`src/rtl/mips_lsu_pkg.sv`:
```
// Shared types and helpers for the MIPS load/store unit.
// Types: operation codes, FSM states, default data-region geometry.
package mips_lsu_pkg;

    localparam logic [31:0] LSU_DATA_BASE_DEFAULT  = 32'h0000_1000;
    localparam int unsigned LSU_DATA_WORDS_DEFAULT = 64;

    typedef enum logic [3:0] {
        LB  = 4'd0,
        LBU = 4'd1,
        LH  = 4'd2,
        LHU = 4'd3,
        LW  = 4'd4,
        SB  = 4'd5,
        SH  = 4'd6,
        SW  = 4'd7,
        LWL = 4'd8,
        LWR = 4'd9,
        SWL = 4'd10,
        SWR = 4'd11
    } lsu_op_t;

    typedef enum logic [2:0] {
        IDLE,
        READ,
        RMW_READ,
        WRITE,
        DONE
    } lsu_state_t;

    function automatic logic lsu_op_valid(lsu_op_t op);
        return op inside {LB, LBU, LH, LHU, LW, SB, SH, SW, LWL, LWR, SWL, SWR};
    endfunction

    function automatic logic lsu_is_load(lsu_op_t op);
        return op inside {LB, LBU, LH, LHU, LW, LWL, LWR};
    endfunction

    // Sub-word stores need the old word before the full-word write.
    function automatic logic lsu_is_rmw(lsu_op_t op);
        return op inside {SB, SH, SWL, SWR};
    endfunction

    function automatic logic lsu_is_unaligned_op(lsu_op_t op);
        return op inside {LWL, LWR, SWL, SWR};
    endfunction

    // Halfword ops need an even address, word ops a multiple of four.
    function automatic logic lsu_misaligned(lsu_op_t op, logic [1:0] offset);
        case (op)
            LH, LHU, SH: return offset[0];
            LW, SW:      return |offset;
            default:     return 1'b0;
        endcase
    endfunction

endpackage

```
`src/rtl/mips_cpu_lsu_align.sv`:
```
// Combinational lane logic for the load/store unit (big-endian: offset 0 is
// bits [31:24]). Load path extracts/extends or merges into rt; store path
// replaces the target lanes of the old word.
// LWL/LWR/SWL/SWR merge logic exists only when MIPS_LSU_UNALIGNED_EN is defined.
module mips_lsu_align
    import mips_lsu_pkg::*;
(
    input  lsu_op_t     op,
    input  logic [1:0]  offset,
    input  logic [31:0] rdata,
    input  logic [31:0] rt,
    input  logic [31:0] wdata,
    output logic [31:0] load_data,
    output logic [31:0] store_data
);

    // Right shift that brings the addressed byte / halfword down to bit 0.
    logic [4:0]  byte_sh;
    logic [4:0]  half_sh;
    logic [31:0] byte_word;
    logic [31:0] half_word;

    assign byte_sh   = {~offset, 3'b000};
    assign half_sh   = {~offset[1], 4'b0000};
    assign byte_word = rdata >> byte_sh;
    assign half_word = rdata >> half_sh;

`ifdef MIPS_LSU_UNALIGNED_EN
    // Left shift that moves the addressed byte up to the most significant lane.
    logic [4:0] lane_sh;
    assign lane_sh = {offset, 3'b000};
`else
    logic unused_merge;
    assign unused_merge = ^rt;
`endif

    // Load result: extract and extend, or merge memory bytes into rt.
    always_comb begin
        // NOTE: every output gets a default first so no path leaves it unassigned (no latch).
        load_data = '0;
        case (op)
            LB:  load_data = {{24{byte_word[7]}}, byte_word[7:0]};
            LBU: load_data = {24'h0, byte_word[7:0]};
            LH:  load_data = {{16{half_word[15]}}, half_word[15:0]};
            LHU: load_data = {16'h0, half_word[15:0]};
            LW:  load_data = rdata;
`ifdef MIPS_LSU_UNALIGNED_EN
            LWL: load_data = (rdata << lane_sh) | (rt & ~(32'hFFFF_FFFF << lane_sh));
            LWR: load_data = (rdata >> byte_sh) | (rt & ~(32'hFFFF_FFFF >> byte_sh));
`endif
            default: load_data = '0;
        endcase
    end

    // Store word: old word with the target lanes replaced by store data.
    always_comb begin
        store_data = rdata;
        case (op)
            SB: store_data = (rdata & ~(32'h0000_00FF << byte_sh)) | ({24'h0, wdata[7:0]} << byte_sh);
            SH: store_data = (rdata & ~(32'h0000_FFFF << half_sh)) | ({16'h0, wdata[15:0]} << half_sh);
            SW: store_data = wdata;
`ifdef MIPS_LSU_UNALIGNED_EN
            SWL: store_data = (rdata & ~(32'hFFFF_FFFF >> lane_sh)) | (wdata >> lane_sh);
            SWR: store_data = (rdata & ~(32'hFFFF_FFFF << byte_sh)) | (wdata << byte_sh);
`endif
            default: store_data = rdata;
        endcase
    end

endmodule

```
`src/rtl/mips_cpu_lsu.sv`:
```
// Load/store unit between the MIPS memory stage and a word-only data memory.
// One request at a time; sub-word stores are done as read-modify-write.
// Optional: MIPS_LSU_UNALIGNED_EN enables LWL/LWR/SWL/SWR; otherwise they
// complete immediately with addr_err.
module mips_cpu_lsu
    import mips_lsu_pkg::*;
#(
    parameter logic [31:0] DATA_BASE  = LSU_DATA_BASE_DEFAULT,
    parameter int unsigned DATA_WORDS = LSU_DATA_WORDS_DEFAULT
) (
    input  logic        clk,
    input  logic        rst_n,
    input  logic        req_valid,
    output logic        req_ready,
    input  lsu_op_t     req_op,
    input  logic [31:0] req_addr,
    input  logic [31:0] req_wdata,
    input  logic [31:0] req_rt,
    output logic        resp_valid,
    output logic [31:0] resp_rdata,
    output logic        addr_err,
    output logic [31:0] data_address,
    output logic        data_read,
    output logic        data_write,
    output logic [31:0] data_writedata,
    input  logic [31:0] data_readdata
);

    lsu_state_t  state;
    lsu_op_t     op_q;
    logic [1:0]  offset_q;
    logic [31:0] wdata_q;
    logic [31:0] rt_q;
    logic [31:0] load_data;
    logic [31:0] store_data;

    // 33-bit end address so a region touching the top of memory cannot wrap.
    logic [32:0] region_end;
    logic        in_range;
    logic        req_err;

    assign region_end = {1'b0, DATA_BASE} + {DATA_WORDS[30:0], 2'b00};
    assign in_range   = (req_addr >= DATA_BASE) && ({1'b0, req_addr} < region_end);

    // Error classification of the presented request, used only at accept.
    always_comb begin
        req_err = !in_range || !lsu_op_valid(req_op) || lsu_misaligned(req_op, req_addr[1:0]);
`ifndef MIPS_LSU_UNALIGNED_EN
        if (lsu_is_unaligned_op(req_op)) req_err = 1'b1;
`endif
    end

    mips_lsu_align u_align (
        .op         (op_q),
        .offset     (offset_q),
        .rdata      (data_readdata),
        .rt         (rt_q),
        .wdata      (wdata_q),
        .load_data  (load_data),
        .store_data (store_data)
    );

    // Request FSM with registered strobes and response fields.
    always_ff @(posedge clk or negedge rst_n) begin
        if (!rst_n) begin
            state          <= IDLE;
            req_ready      <= 1'b1;
            resp_valid     <= 1'b0;
            resp_rdata     <= '0;
            addr_err       <= 1'b0;
            data_read      <= 1'b0;
            data_write     <= 1'b0;
            data_address   <= '0;
            data_writedata <= '0;
            op_q           <= LB;
            offset_q       <= '0;
            wdata_q        <= '0;
            rt_q           <= '0;
        end else begin
            // NOTE: state uses non-blocking assignments so every branch sees pre-edge values.
            case (state)
                IDLE: begin
                    if (req_valid && req_ready) begin
                        op_q         <= req_op;
                        offset_q     <= req_addr[1:0];
                        wdata_q      <= req_wdata;
                        rt_q         <= req_rt;
                        data_address <= {req_addr[31:2], 2'b00};
                        req_ready    <= 1'b0;
                        if (req_err) begin
                            state      <= DONE;
                            resp_valid <= 1'b1;
                            resp_rdata <= '0;
                            addr_err   <= 1'b1;
                        end else if (lsu_is_load(req_op)) begin
                            state     <= READ;
                            data_read <= 1'b1;
                        end else if (lsu_is_rmw(req_op)) begin
                            state     <= RMW_READ;
                            data_read <= 1'b1;
                        end else begin
                            state          <= WRITE;
                            data_write     <= 1'b1;
                            data_writedata <= req_wdata;
                        end
                    end
                end
                READ: begin
                    data_read  <= 1'b0;
                    resp_rdata <= load_data;
                    addr_err   <= 1'b0;
                    resp_valid <= 1'b1;
                    state      <= DONE;
                end
                RMW_READ: begin
                    data_read      <= 1'b0;
                    data_write     <= 1'b1;
                    data_writedata <= store_data;
                    state          <= WRITE;
                end
                WRITE: begin
                    data_write <= 1'b0;
                    resp_rdata <= '0;
                    addr_err   <= 1'b0;
                    resp_valid <= 1'b1;
                    state      <= DONE;
                end
                DONE: begin
                    resp_valid <= 1'b0;
                    req_ready  <= 1'b1;
                    state      <= IDLE;
                end
                default: begin
                    data_read  <= 1'b0;
                    data_write <= 1'b0;
                    resp_valid <= 1'b0;
                    req_ready  <= 1'b1;
                    state      <= IDLE;
                end
            endcase
        end
    end

endmodule

```
`config.mk`:
```
export PLATFORM = sky130hd
export DESIGN_NAME = mips_cpu_lsu
export DESIGN_NICKNAME = d
export VERILOG_FILES = /design/src/rtl/mips_lsu_pkg.sv /design/src/rtl/mips_cpu_lsu_align.sv /design/src/rtl/mips_cpu_lsu.sv
export SDC_FILE = /design/constraint.sdc
export NUM_CORES = 1
export LEC_CHECK = 0
export BUFFER_PORTS_ARGS = -buffer_cell sky130_fd_sc_hd__buf_4
export CAP_MARGIN = 20
export CORE_MARGIN = 1.5
export CORE_UTILIZATION = 50
export DETAILED_ROUTE_END_ITERATION = 16
export MAX_ROUTING_LAYER = met4
export PLACE_DENSITY_LB_ADDON = 0.2
export SYNTH_ARGS = -nofsm -noshare
export SYNTH_HDL_FRONTEND = slang
export SYNTH_HIERARCHICAL = 1
export SYNTH_SLANG_ARGS = --single-unit
```
`constraint.sdc`:
```
create_clock -name clk -period 5.1 [get_ports clk]
set_input_delay 0 -clock clk [delete_from_list [all_inputs] [get_ports clk]]
set_output_delay 0 -clock clk [all_outputs]
set_load 0.03 [all_outputs]
```
After elaboration in Yosys (flattened, before gate mapping)
Cells that the tools add are included.
{"block": "word_totals", "wordCells": 124, "out_inout_bits": 101, "reg_bits": 140, "input_bits": 135}
{"block": "classes", "order_cmp": 2, "n_reduce_logical": 31, "bitwise_logic": 12, "n_mux": 33, "n_eq_ne": 28, "shifts": 6}
{"cell": "$mux 32", "count": 6}
{"cell": "$pmux 32 s3", "count": 2}
{"cell": "$pmux 32 s5", "count": 1}
{"cell": "$and 32x32->32", "count": 2}
{"cell": "$not 32->32", "count": 2}
{"cell": "$or 32x32->32", "count": 2}
{"cell": "$pmux 32 s2", "count": 1}
{"cell": "$eq 4x3->1 const B", "count": 8}
{"cell": "$ge 32x13->1 const B", "count": 1}
{"cell": "$lt 32x13->1 const B", "count": 1}
{"cell": "$shl 16x5->32", "count": 1}
{"cell": "$shl 16x5->32 const A", "count": 1}
{"cell": "$shl 8x5->32", "count": 1}
{"cell": "$shl 8x5->32 const A", "count": 1}
{"cell": "$shr 32x5->16", "count": 1}
{"cell": "$shr 32x5->8", "count": 1}
{"cell": "$eq 4x2->1 const B", "count": 4}
{"cell": "$eq 4x4->1 const B", "count": 4}
{"cell": "$mux 1", "count": 13}
{"cell": "$reduce_bool 12->1", "count": 1}
{"cell": "$ne 2x2->1 const B", "count": 5}
{"cell": "$reduce_and 5->1", "count": 2}
{"cell": "$reduce_or 2->1", "count": 5}
{"cell": "$pmux 3 s3", "count": 1}
{"cell": "other kinds (24)", "count": 45}

Logic depth before layout (Yosys ltp)
Gate-level depths: netlist (run 1).
{"block": "depth", "depth_word": 9, "ltp_mapped": 10, "ltp_nobuf": 7}

By module
Netlist (run 1), hierarchy kept.
{"module": "mips_cpu_lsu", "cells_each": 519, "instances": 1, "area_per_inst_um2": 6969.2}
{"module": "mips_lsu_align", "cells_each": 257, "instances": 1, "area_per_inst_um2": 1724.2}

Least setup slack after synthesis (run 1)
OpenSTA, ideal clock, no wires.
{"block": "synth_timing", "path_type": "register to register", "startpoint": "register req_ready", "endpoint": "register data_address[21]", "t_arrival_ns": 1.831, "period_less_slack_ns": 1.956, "t_required_ns": 4.975, "setup_slack_ns": 3.144, "stages_incl_launch_ff": 7, "path_cell_list": "dfstp_2 nand2_1 or4_1 clkbuf_1 buf_6 buf_6 mux2_2"}
{"block": "synth_between", "elab_chain_len": 2}
{"item": "start, declared", "line_no": "mips_cpu_lsu.sv:14", "source": "output logic req_ready,"}
{"item": "start signal, assigned", "line_no": "mips_cpu_lsu.sv:67", "source": "req_ready <= 1'b1;"}
{"item": "start signal, assigned", "line_no": "mips_cpu_lsu.sv:89", "source": "req_ready <= 1'b0;"}
{"item": "start signal, assigned", "line_no": "mips_cpu_lsu.sv:130", "source": "req_ready <= 1'b1;"}
{"item": "$logic_and 1x1->1", "line_no": "mips_cpu_lsu.sv:83", "source": "if (req_valid && req_ready) begin"}
{"item": "$reduce_and 2->1 (no source line)"}
{"item": "end signal, assigned", "line_no": "mips_cpu_lsu.sv:88", "source": "data_address <= {req_addr[31:2], 2'b00};"}
{"item": "end, declared", "line_no": "mips_cpu_lsu.sv:22", "source": "output logic [31:0] data_address,"}
Every way passes these cells.
A chain may end at the register's enable or synchronous reset.

Final worst setup path (run 1)
{"block": "layout_timing", "startpoint": "register op_q[1]", "endpoint": "register data_writedata[8]"}
{"block": "layout_between", "elab_chain_len": 3, "elab_cells_between_ends": 5, "classes_between": "eq/ne: 3; mux: 2"}
{"item": "start, declared", "line_no": "mips_cpu_lsu.sv:30", "source": "lsu_op_t op_q;"}
{"item": "start signal, assigned", "line_no": "mips_cpu_lsu.sv:84", "source": "op_q <= req_op;"}
{"item": "$eq 4x3->1", "line_no": "mips_cpu_lsu_align.sv:58", "source": "case (op)"}
{"item": "$pmux 32 s3 (*)", "line_no": "mips_cpu_lsu_align.sv:58"}
{"item": "via store_data[8]", "line_no": "mips_cpu_lsu.sv:35", "source": "logic [31:0] store_data;"}
{"item": "$pmux 32 s2 (*)", "line_no": "mips_cpu_lsu.sv:81", "source": "case (state)"}
{"item": "end signal, assigned", "line_no": "mips_cpu_lsu.sv:104", "source": "data_writedata <= req_wdata;"}
{"item": "end signal, assigned", "line_no": "mips_cpu_lsu.sv:118", "source": "data_writedata <= store_data;"}
{"item": "end, declared", "line_no": "mips_cpu_lsu.sv:25", "source": "output logic [31:0] data_writedata,"}
The timed path passes the listed nets; every way through them passes the cells marked *.

==> results.md, run 1 <==
Status:
- The flow ran to the end, and the final reports show no timing, DRC or antenna violations.

Final layout:
- Once layout is done, the placed cells without fillers occupy 0.01057 mm².
- The most common library cell in the layout ignoring fill and taps is sky130_fd_sc_hd__buf_4.
- The library cells used most frequently in the layout, excluding fill and tap cells, are sky130_fd_sc_hd__buf_4 (207), sky130_fd_sc_hd__nand2_1 (157), sky130_fd_sc_hd__dfrtp_1 (139).
- The post-route core utilization is 72.42%.
- The net count of the finished layout is 1116.
- The fraction of final layout cells sized beyond drive strength 1 is 34.41%.
- The area added between synthesis and finish is 40.45%.
- The repair_antennas step left the layout with diodes totalling 0.

Clock tree:
- For this design, the CTS-stage hold fixing added 95 buffers.
- The clock-pin transition on the worst setup and hold timing paths is 60 ps.
- In this run the post-CTS setup repair buffer count came out at 0.
- The CTS tree is done.
- Buffers inserted during clock tree synthesis total 17.
- The count of H-tree levels built during CTS is 4.
- The quantity of gates resized following cts is 0.
- CTS saw 140 sinks.
- The clock tree root driver cell is sky130_fd_sc_hd__clkbuf_16.
- The clock insertion delay at the later pin of the skew report is 430 ps.
- The maximum clock insertion buffer count is 2.

Power and ir drop:
- Total power for the finished layout comes to 0.005016 W.
- The switching power as a share of total power is 40.75%.
- Summed over all nets, the switching power comes to 0.002044 W.
- The share of total power dissipated in combinational logic is 41.7%.
- Cell internal power was estimated by the tool at 0.002972 W.
- IR analysis of the VDD net gives a maximum drop of 383.0 µV.
- The analysis attributes to cell leakage a power of 5.165 nW.
- The sequential power share is 34.9%.
- The clock network is responsible for 23.4% of the overall power.
- The power density over the cells is 474.8 mW/mm².

Worst hold path:
- The class of the most critical hold timing path is in -> reg.

Setup path:
- The worst setup path is launched from a flop.
- The element type at the critical path end is a flop.
- The arrival time of data at the critical path endpoint is 3120 ps.
- The largest single stage delay on the critical path is 850 ps.
- Counting stages on the worst path, the most repeated cell is sky130_fd_sc_hd__nand2_1.
- The largest fanout on the critical path is 21.
- For the worst setup path, the data required time is 5400 ps.
- The largest delay contributor family on the critical path is simple AND/OR/NAND/NOR gates.
- Traced cell by cell, the critical path runs through nand3b_1, a2bb2oi_1, a22oi_1, nand2_1, nand2_1, nand2_1, mux2_1.
- The cell type of the slowest stage on the worst timing path is sky130_fd_sc_hd__dfrtp_1.
- The type of the setup path with the least slack is reg -> reg.
- The count of buffer and inverter cells on the critical path is 0.

STA:
- At the pin with the least slew margin, the transition time is 988.0 ps.
- The final number of max-transition violations is 0.
- Of the available clock period, the critical path in the final layout requires 55.17%.
- The accumulated negative setup slack is 0 ps.
- Setup violations remaining at the end of the flow were counted as 0.
- Setup repair after global routing left no endpoint under its margin.
- The worst-case headroom to the max-slew limit is 33.86%.
- The final critical path time including I/O delays and setup is 2814 ps.
- The final count of hold timing violations was 0.
- The highest clock rate is 355.4 MHz.
- The clock arrives with 8.166 ps of skew.

Run:
- The max-capacitance violation count is 0.

Die:
- Row generation in the floorplan step produced 44 rows.
- The die extent in y is 125.7 µm.
- The area of the core region is 0.01459 mm².
- The starting density of the core is 51.56%.
- The die boundary width is 125.7 µm.
- The die covers 0.01579 mm².
- 236 I/O pins were placed.

Global routing:
- The global-route wire length before repair is 39420 µm.
- The via count of the first global-routing pass came to 7068.
- In the global route stage, overall resource usage came out at 33.23%.
- The final global-route overflow total is 0.
- The initial antenna violation count is 0.
- The pin count of the biggest net entering global routing is 85.

Detailed routing:
- The total iterations of the first detailed-routing run is 5.
- The via count is 6964.
- Signal routing reaches up to met4.
- Detailed routing placed a total of 1845 µm of wire on met3.
- The final routed wire length divided by cell count is 21.41 µm.
- In the routed design, unresolved DRC markers number 0.
- For this block, wires on met1 add up to 10050 µm.
- The number of vias per cell after detailed routing is 5.912.
- The detailed router's first-iteration violation count is 613.
- The final wirelength is 25220 µm.
- The wire length on met2 is 12790 µm.
- The residual antenna-violating net count after detailed routing is 0.

Placement:
- The routability-driven placement congestion ratio is 0.9286.
- The detailed placer's ending HPWL is 16430 µm.
- Summing all placed instances gives a cell area of 0.009011 mm².
- The count of buffers added on input and output ports is 201.

Synth:
- The count of warnings emitted by yosys is 6.
- The netlist area before placement is 0.007522 mm².
- The post-synthesis cell count is 710.
- A synthesized cell averages 10.59 µm².
[through the flow]
stage	cells	worst slack (ps)	hold WS, ps
3_3_place_gp	1049	2431	80.02
3_5_place_dp	1049	2366	94.99
5_1_grt	1178	2205	7.441
2_1_floorplan	711	3144	-295.6
6_report	1178	2286	16.19
4_1_cts	1176	2362	0.3641
[final cells by class]
class | instances | area, µm²
Sequential cell | 140 | 3505
Clock buffer | 17 | 425.4
Timing Repair Buffer | 305 | 2564
Fill cell | 1015 | 4024
Clock inverter | 15 | 130.1
Inverter | 3 | 11.26
Tap cell | 184 | 230.2
Multi-Input combinational cell | 514 | 3700
[power by group through the flow]
stage,sequential (W),combinational (W),clock (W)
after floorplan,0.00185,0.00127,0
after global placement,0.00174,0.00195,0
after detailed placement,0.00175,0.00199,0
after CTS,0.00174,0.00206,0.00118
after global routing,0.00178,0.00223,0.00124
final,0.00175,0.00209,0.00118
[worst register-to-register path: stages (launching register included)]
cell	delay, ps
sky130_fd_sc_hd__dfrtp_1	850
sky130_fd_sc_hd__nand3b_1	620
sky130_fd_sc_hd__a2bb2oi_1	360
sky130_fd_sc_hd__a22oi_1	310
sky130_fd_sc_hd__nand2_1	90
sky130_fd_sc_hd__nand2_1	70
sky130_fd_sc_hd__nand2_1	90
sky130_fd_sc_hd__mux2_1	310
[metal layers]
layer	vias to the layer above	GRT usage, %
met5	-	-
li1	3110	-
met1	3471	41.99
met2	337	54.32
met3	46	6.245
met4	0	10.70
[flip-flops by register name, summed over array words and instances (netlist names)]
| register | count |
|---|---|
| data_writedata | 32 |
| op_q | 4 |
| req_ready | 1 |
| wdata_q | 32 |
| resp_valid | 1 |
| data_write | 1 |
| data_read | 1 |
| state | 3 |
| data_address | 30 |
| addr_err | 1 |
| resp_rdata | 32 |
| offset_q | 2 |
[path summary, 6_finish.rpt]
check                                                     from                              to  slack, ps  cells after the start
worst max-delay path                       op_q[1]$_DFFE_PN0P_   data_writedata[8]$_DFFE_PN0P_       2290                      7
min in group asynchronous                                rst_n            addr_err$_DFFE_PN0P_        180                      2
worst max register to register             op_q[1]$_DFFE_PN0P_   data_writedata[8]$_DFFE_PN0P_       2290                      7
max in group asynchronous                                rst_n         wdata_q[16]$_DFFE_PN0P_       3690                      3
worst min register to register  data_writedata[14]$_DFFE_PN0P_  data_writedata[14]$_DFFE_PN0P_        480                      1
worst min-delay path                         data_readdata[11]      resp_rdata[11]$_DFFE_PN0P_         20                      3
Note: power is estimated with default switching activity, not from simulation.
==> run 2: changes to the inputs <==
Settings changed: ABC_AREA set to 1.
Clock period 5.1 ns to 2.3 ns, I/O delays scaled along.
==> results.md, run 2 <==
Final layout:
- The library cell used most frequently in the layout, excluding fill and tap cells, is sky130_fd_sc_hd__nand2_1.
- The post-route core utilization is 67.88% (-4.5 points).
- The library cells used most frequently in the layout, excluding fill and tap cells, are sky130_fd_sc_hd__nand2_1 (619), sky130_fd_sc_hd__buf_4 (222), sky130_fd_sc_hd__nor2_1 (138), sky130_fd_sc_hd__dfrtp_1 (138), sky130_fd_sc_hd__nand3_1 (97).
- The number of non-filler instances in the completed layout is 1855 (+57%).
- The area added between synthesis and finish is 32.49%.
- The fraction of final layout cells sized beyond drive strength 1 is 18.66% (-16 points).
- The number of nets in the final layout came to 1751 (+57%).
- The total of fill cells in the finished design is 1528 (+51%).
- The final design area excluding fillers is 0.01174 mm² (+11%).
- In the final layout, the registers with the most flip-flops are data_writedata (32), resp_rdata (32), wdata_q (32).

Placement:
- The routability-driven placement congestion ratio was 0.9385 (+1.1%).
- The total placed cells including tap cells was 1753 (+67%).
- The placement-stage worst setup slack is 474.8 ps (-1892 ps).
- The placement-stage cell area is 0.01047 mm² (+16%).
- The number of port buffers is 201 (unchanged).
- The detailed placer's ending HPWL is 19820 µm (+21%).

Setup path:
- The critical path launch point type is an input pin.
- The cell type of the slowest stage on the worst timing path is sky130_fd_sc_hd__dlygate4sd3_1.
- The data required time of the worst path was 2610 ps (-2790 ps).
- The element type at the critical path end is a flop.
- The count of buffer and inverter cells on the critical path is 3 (+3).
- The longest individual stage delay on the worst path is 550 ps (-300 ps).
- The arrival time of data at the critical path endpoint is 2250 ps (-870 ps).
- The type of the setup path with the least slack is in -> reg.
- The most repeated library cell on the critical path is sky130_fd_sc_hd__nand2_1.
- The largest delay contributor family on the critical path is simple AND/OR/NAND/NOR gates.
- The largest fanout on the critical path is 36 (+71%).
- The critical path goes through dlygate4sd3_1, buf_4, inv_1, nand2_1, nor2_1, nand3_1, nor2_2, nand2_4, nand2_8, nand2_4, nand2_1, nand2_1.

STA:
- The final number of max-transition violations is 0 (unchanged).
- The routed design could run at a clock period as short as 1935 ps.
- For this run, the top clock speed supported by timing is 516.9 MHz.
- The number of setup violations in the final report is 0 (unchanged).
- The transition at the pin with the smallest max-transition slack came to 624.0 ps (-364.0 ps).
- The final count of hold timing violations is 0 (unchanged).
- The setup skew after layout is 10.65 ps (+2.487 ps).
- The worst-case headroom to the max-slew limit is 58.30% (+24 points).
- Setup repair after global routing left no endpoint under its margin.
- The smallest setup slack after layout was 365.3 ps (-1921 ps).
- The final clock period utilization by the worst path is 84.12%.
- The accumulated negative setup slack is 0 ps (unchanged).

Clock tree:
- The clock-pin transition on the worst setup and hold timing paths is 60 ps (about the same).
- The maximum clock insertion buffer count is 2 (unchanged).
- The sink count of the clock tree was 140 (unchanged).
- The buffers inserted during post-CTS setup optimization came to 0 (unchanged).
- The clock insertion delay at the later pin of the skew report is 430 ps (about the same).
- The CTS tree is done.
- The count of H-tree levels built during CTS is 4 (unchanged).
- The number of buffers created by CTS was 17 (unchanged).
- The clock tree root driver cell is sky130_fd_sc_hd__clkbuf_16.

Power and ir drop:
- The power density over the cells is 1199 mW/mm² (+150%).
- The static leakage is 6.514 nW (+26%).
- The worst voltage drop across the vdd grid is 1059 µV (+180%).

Worst hold path:
- The worst hold path belongs to the class in -> reg.

Synth:
- The netlist area before placement was 0.008862 mm² (+18%).
- The synthesized area per cell is 6.408 µm² (-40%).
- The count of warnings emitted by yosys is 6 (unchanged).
- The post-synthesis cell count is 1383 (+95%).

Global routing:
- The global-route wire length before repair is 46220 µm (+17%).
- The via count of the first global-routing pass is 9180 (+30%).
- The final global-route overflow total is 0 (unchanged).
- The pin count of the biggest net entering global routing is 72 (-15%).
- The initial antenna violation count was 1 (+1).
- The all-layer global routing usage is 32.90% (-0.33 points).

Die:
- The area of the core region came to 0.01730 mm² (+19%).
- The die boundary width is 136.1 µm (+8.3%).
- The starting density of the core is 51.24% (-0.32 points).
- The die extent in y is 136.1 µm (+8.3%).
- The number of top-level pins is 236 (unchanged).
- The die area is 0.01853 mm² (+17%).
- The row count came to 48 (+9.1%).

Detailed routing:
- The detailed router's first-iteration violation count is 991 (+62%).
- The number of vias per cell after detailed routing is 5.281 (-11%).
- The total iterations of the first detailed-routing run is 6 (+1).
- The residual antenna-violating net count after detailed routing is 0 (unchanged).
- The final wirelength was 29040 µm (+15%).
- The final routed wire length divided by cell count was 15.66 µm (-27%).
- The DRC violation count after routing is 0 (unchanged).
- The via count is 9796 (+41%).

Run:
- The max-capacitance violation count is 0 (unchanged).

Status:
- The run finished with clean final reports.
## run 2: stage by stage
stage | hold slack, ps | power [W]
2_1_floorplan | -295.6 | 0.008926
3_3_place_gp | -65.65 | 0.01099
3_5_place_dp | -69.86 | 0.01112
4_1_cts | 40.83 | 0.01399
5_1_grt | 73.31 | 0.01507
6_report | 52.01 | 0.01407
## run 2: final timing paths
kind                                             from                             end  slack [ps]  depth (start not counted)
max                                      req_addr[14]  data_writedata[12]$_DFFE_PN0P_         370                         12
min                                  data_readdata[1]       resp_rdata[1]$_DFFE_PN0P_          50                          7
max reg2reg                       op_q[3]$_DFFE_PN0P_  data_writedata[31]$_DFFE_PN0P_         440                         10
min reg2reg                resp_rdata[13]$_DFFE_PN0P_      resp_rdata[13]$_DFFE_PN0P_         470                          2
max in group asynchronous                       rst_n          wdata_q[5]$_DFFE_PN0P_        1480                          3
min in group asynchronous                       rst_n    data_address[18]$_DFFE_PN0P_          60                          2
## run 2: layout make-up
cell class	instances	area, µm²	area share [%]
well taps	225	281.5	2.398
diodes	1	2.502	0.02131
clock inverters	15	152.6	1.300
clock buffers	17	425.4	3.623
repair buffers	297	2469	21.03
inverters	99	371.6	3.165
multi-input cells	1061	4533	38.61
flip-flops and latches	140	3506	29.86
## run 2: power breakdown
part	switching [W]	leakage [nW]	internal, W
logic	0.00476	4.44	0.00237
registers	0.000851	1.79	0.00335
clock network	0.00122	0.277	0.00153
## run 2: per-layer routing
layer	vias to the layer above	share of wire [%]	track usage, %
met1	4569	43	42.66
li1	4776	-	-
met2	405	48	52.55
met4	0	2.3	10.05
met5	-	0	-
met3	46	7.1	5.928
## run 2: what timing repair did
| item | 4_1_cts | 5_1_grt |
|---|---|---|
| endpoints found under the hold margin | 237 | 0 |
| hold buffers | 69 | 0 |
| resized for setup | 0 | 0 |
## run 2: worst min-delay path: stages
cell and delay [ps]:
sky130_fd_sc_hd__buf_4 110, sky130_fd_sc_hd__nand3_1 70, sky130_fd_sc_hd__nand2_1 60, sky130_fd_sc_hd__nor2_1 30, sky130_fd_sc_hd__nand2_1 50, sky130_fd_sc_hd__nand2_1 50
sky130_fd_sc_hd__nand2_1 60
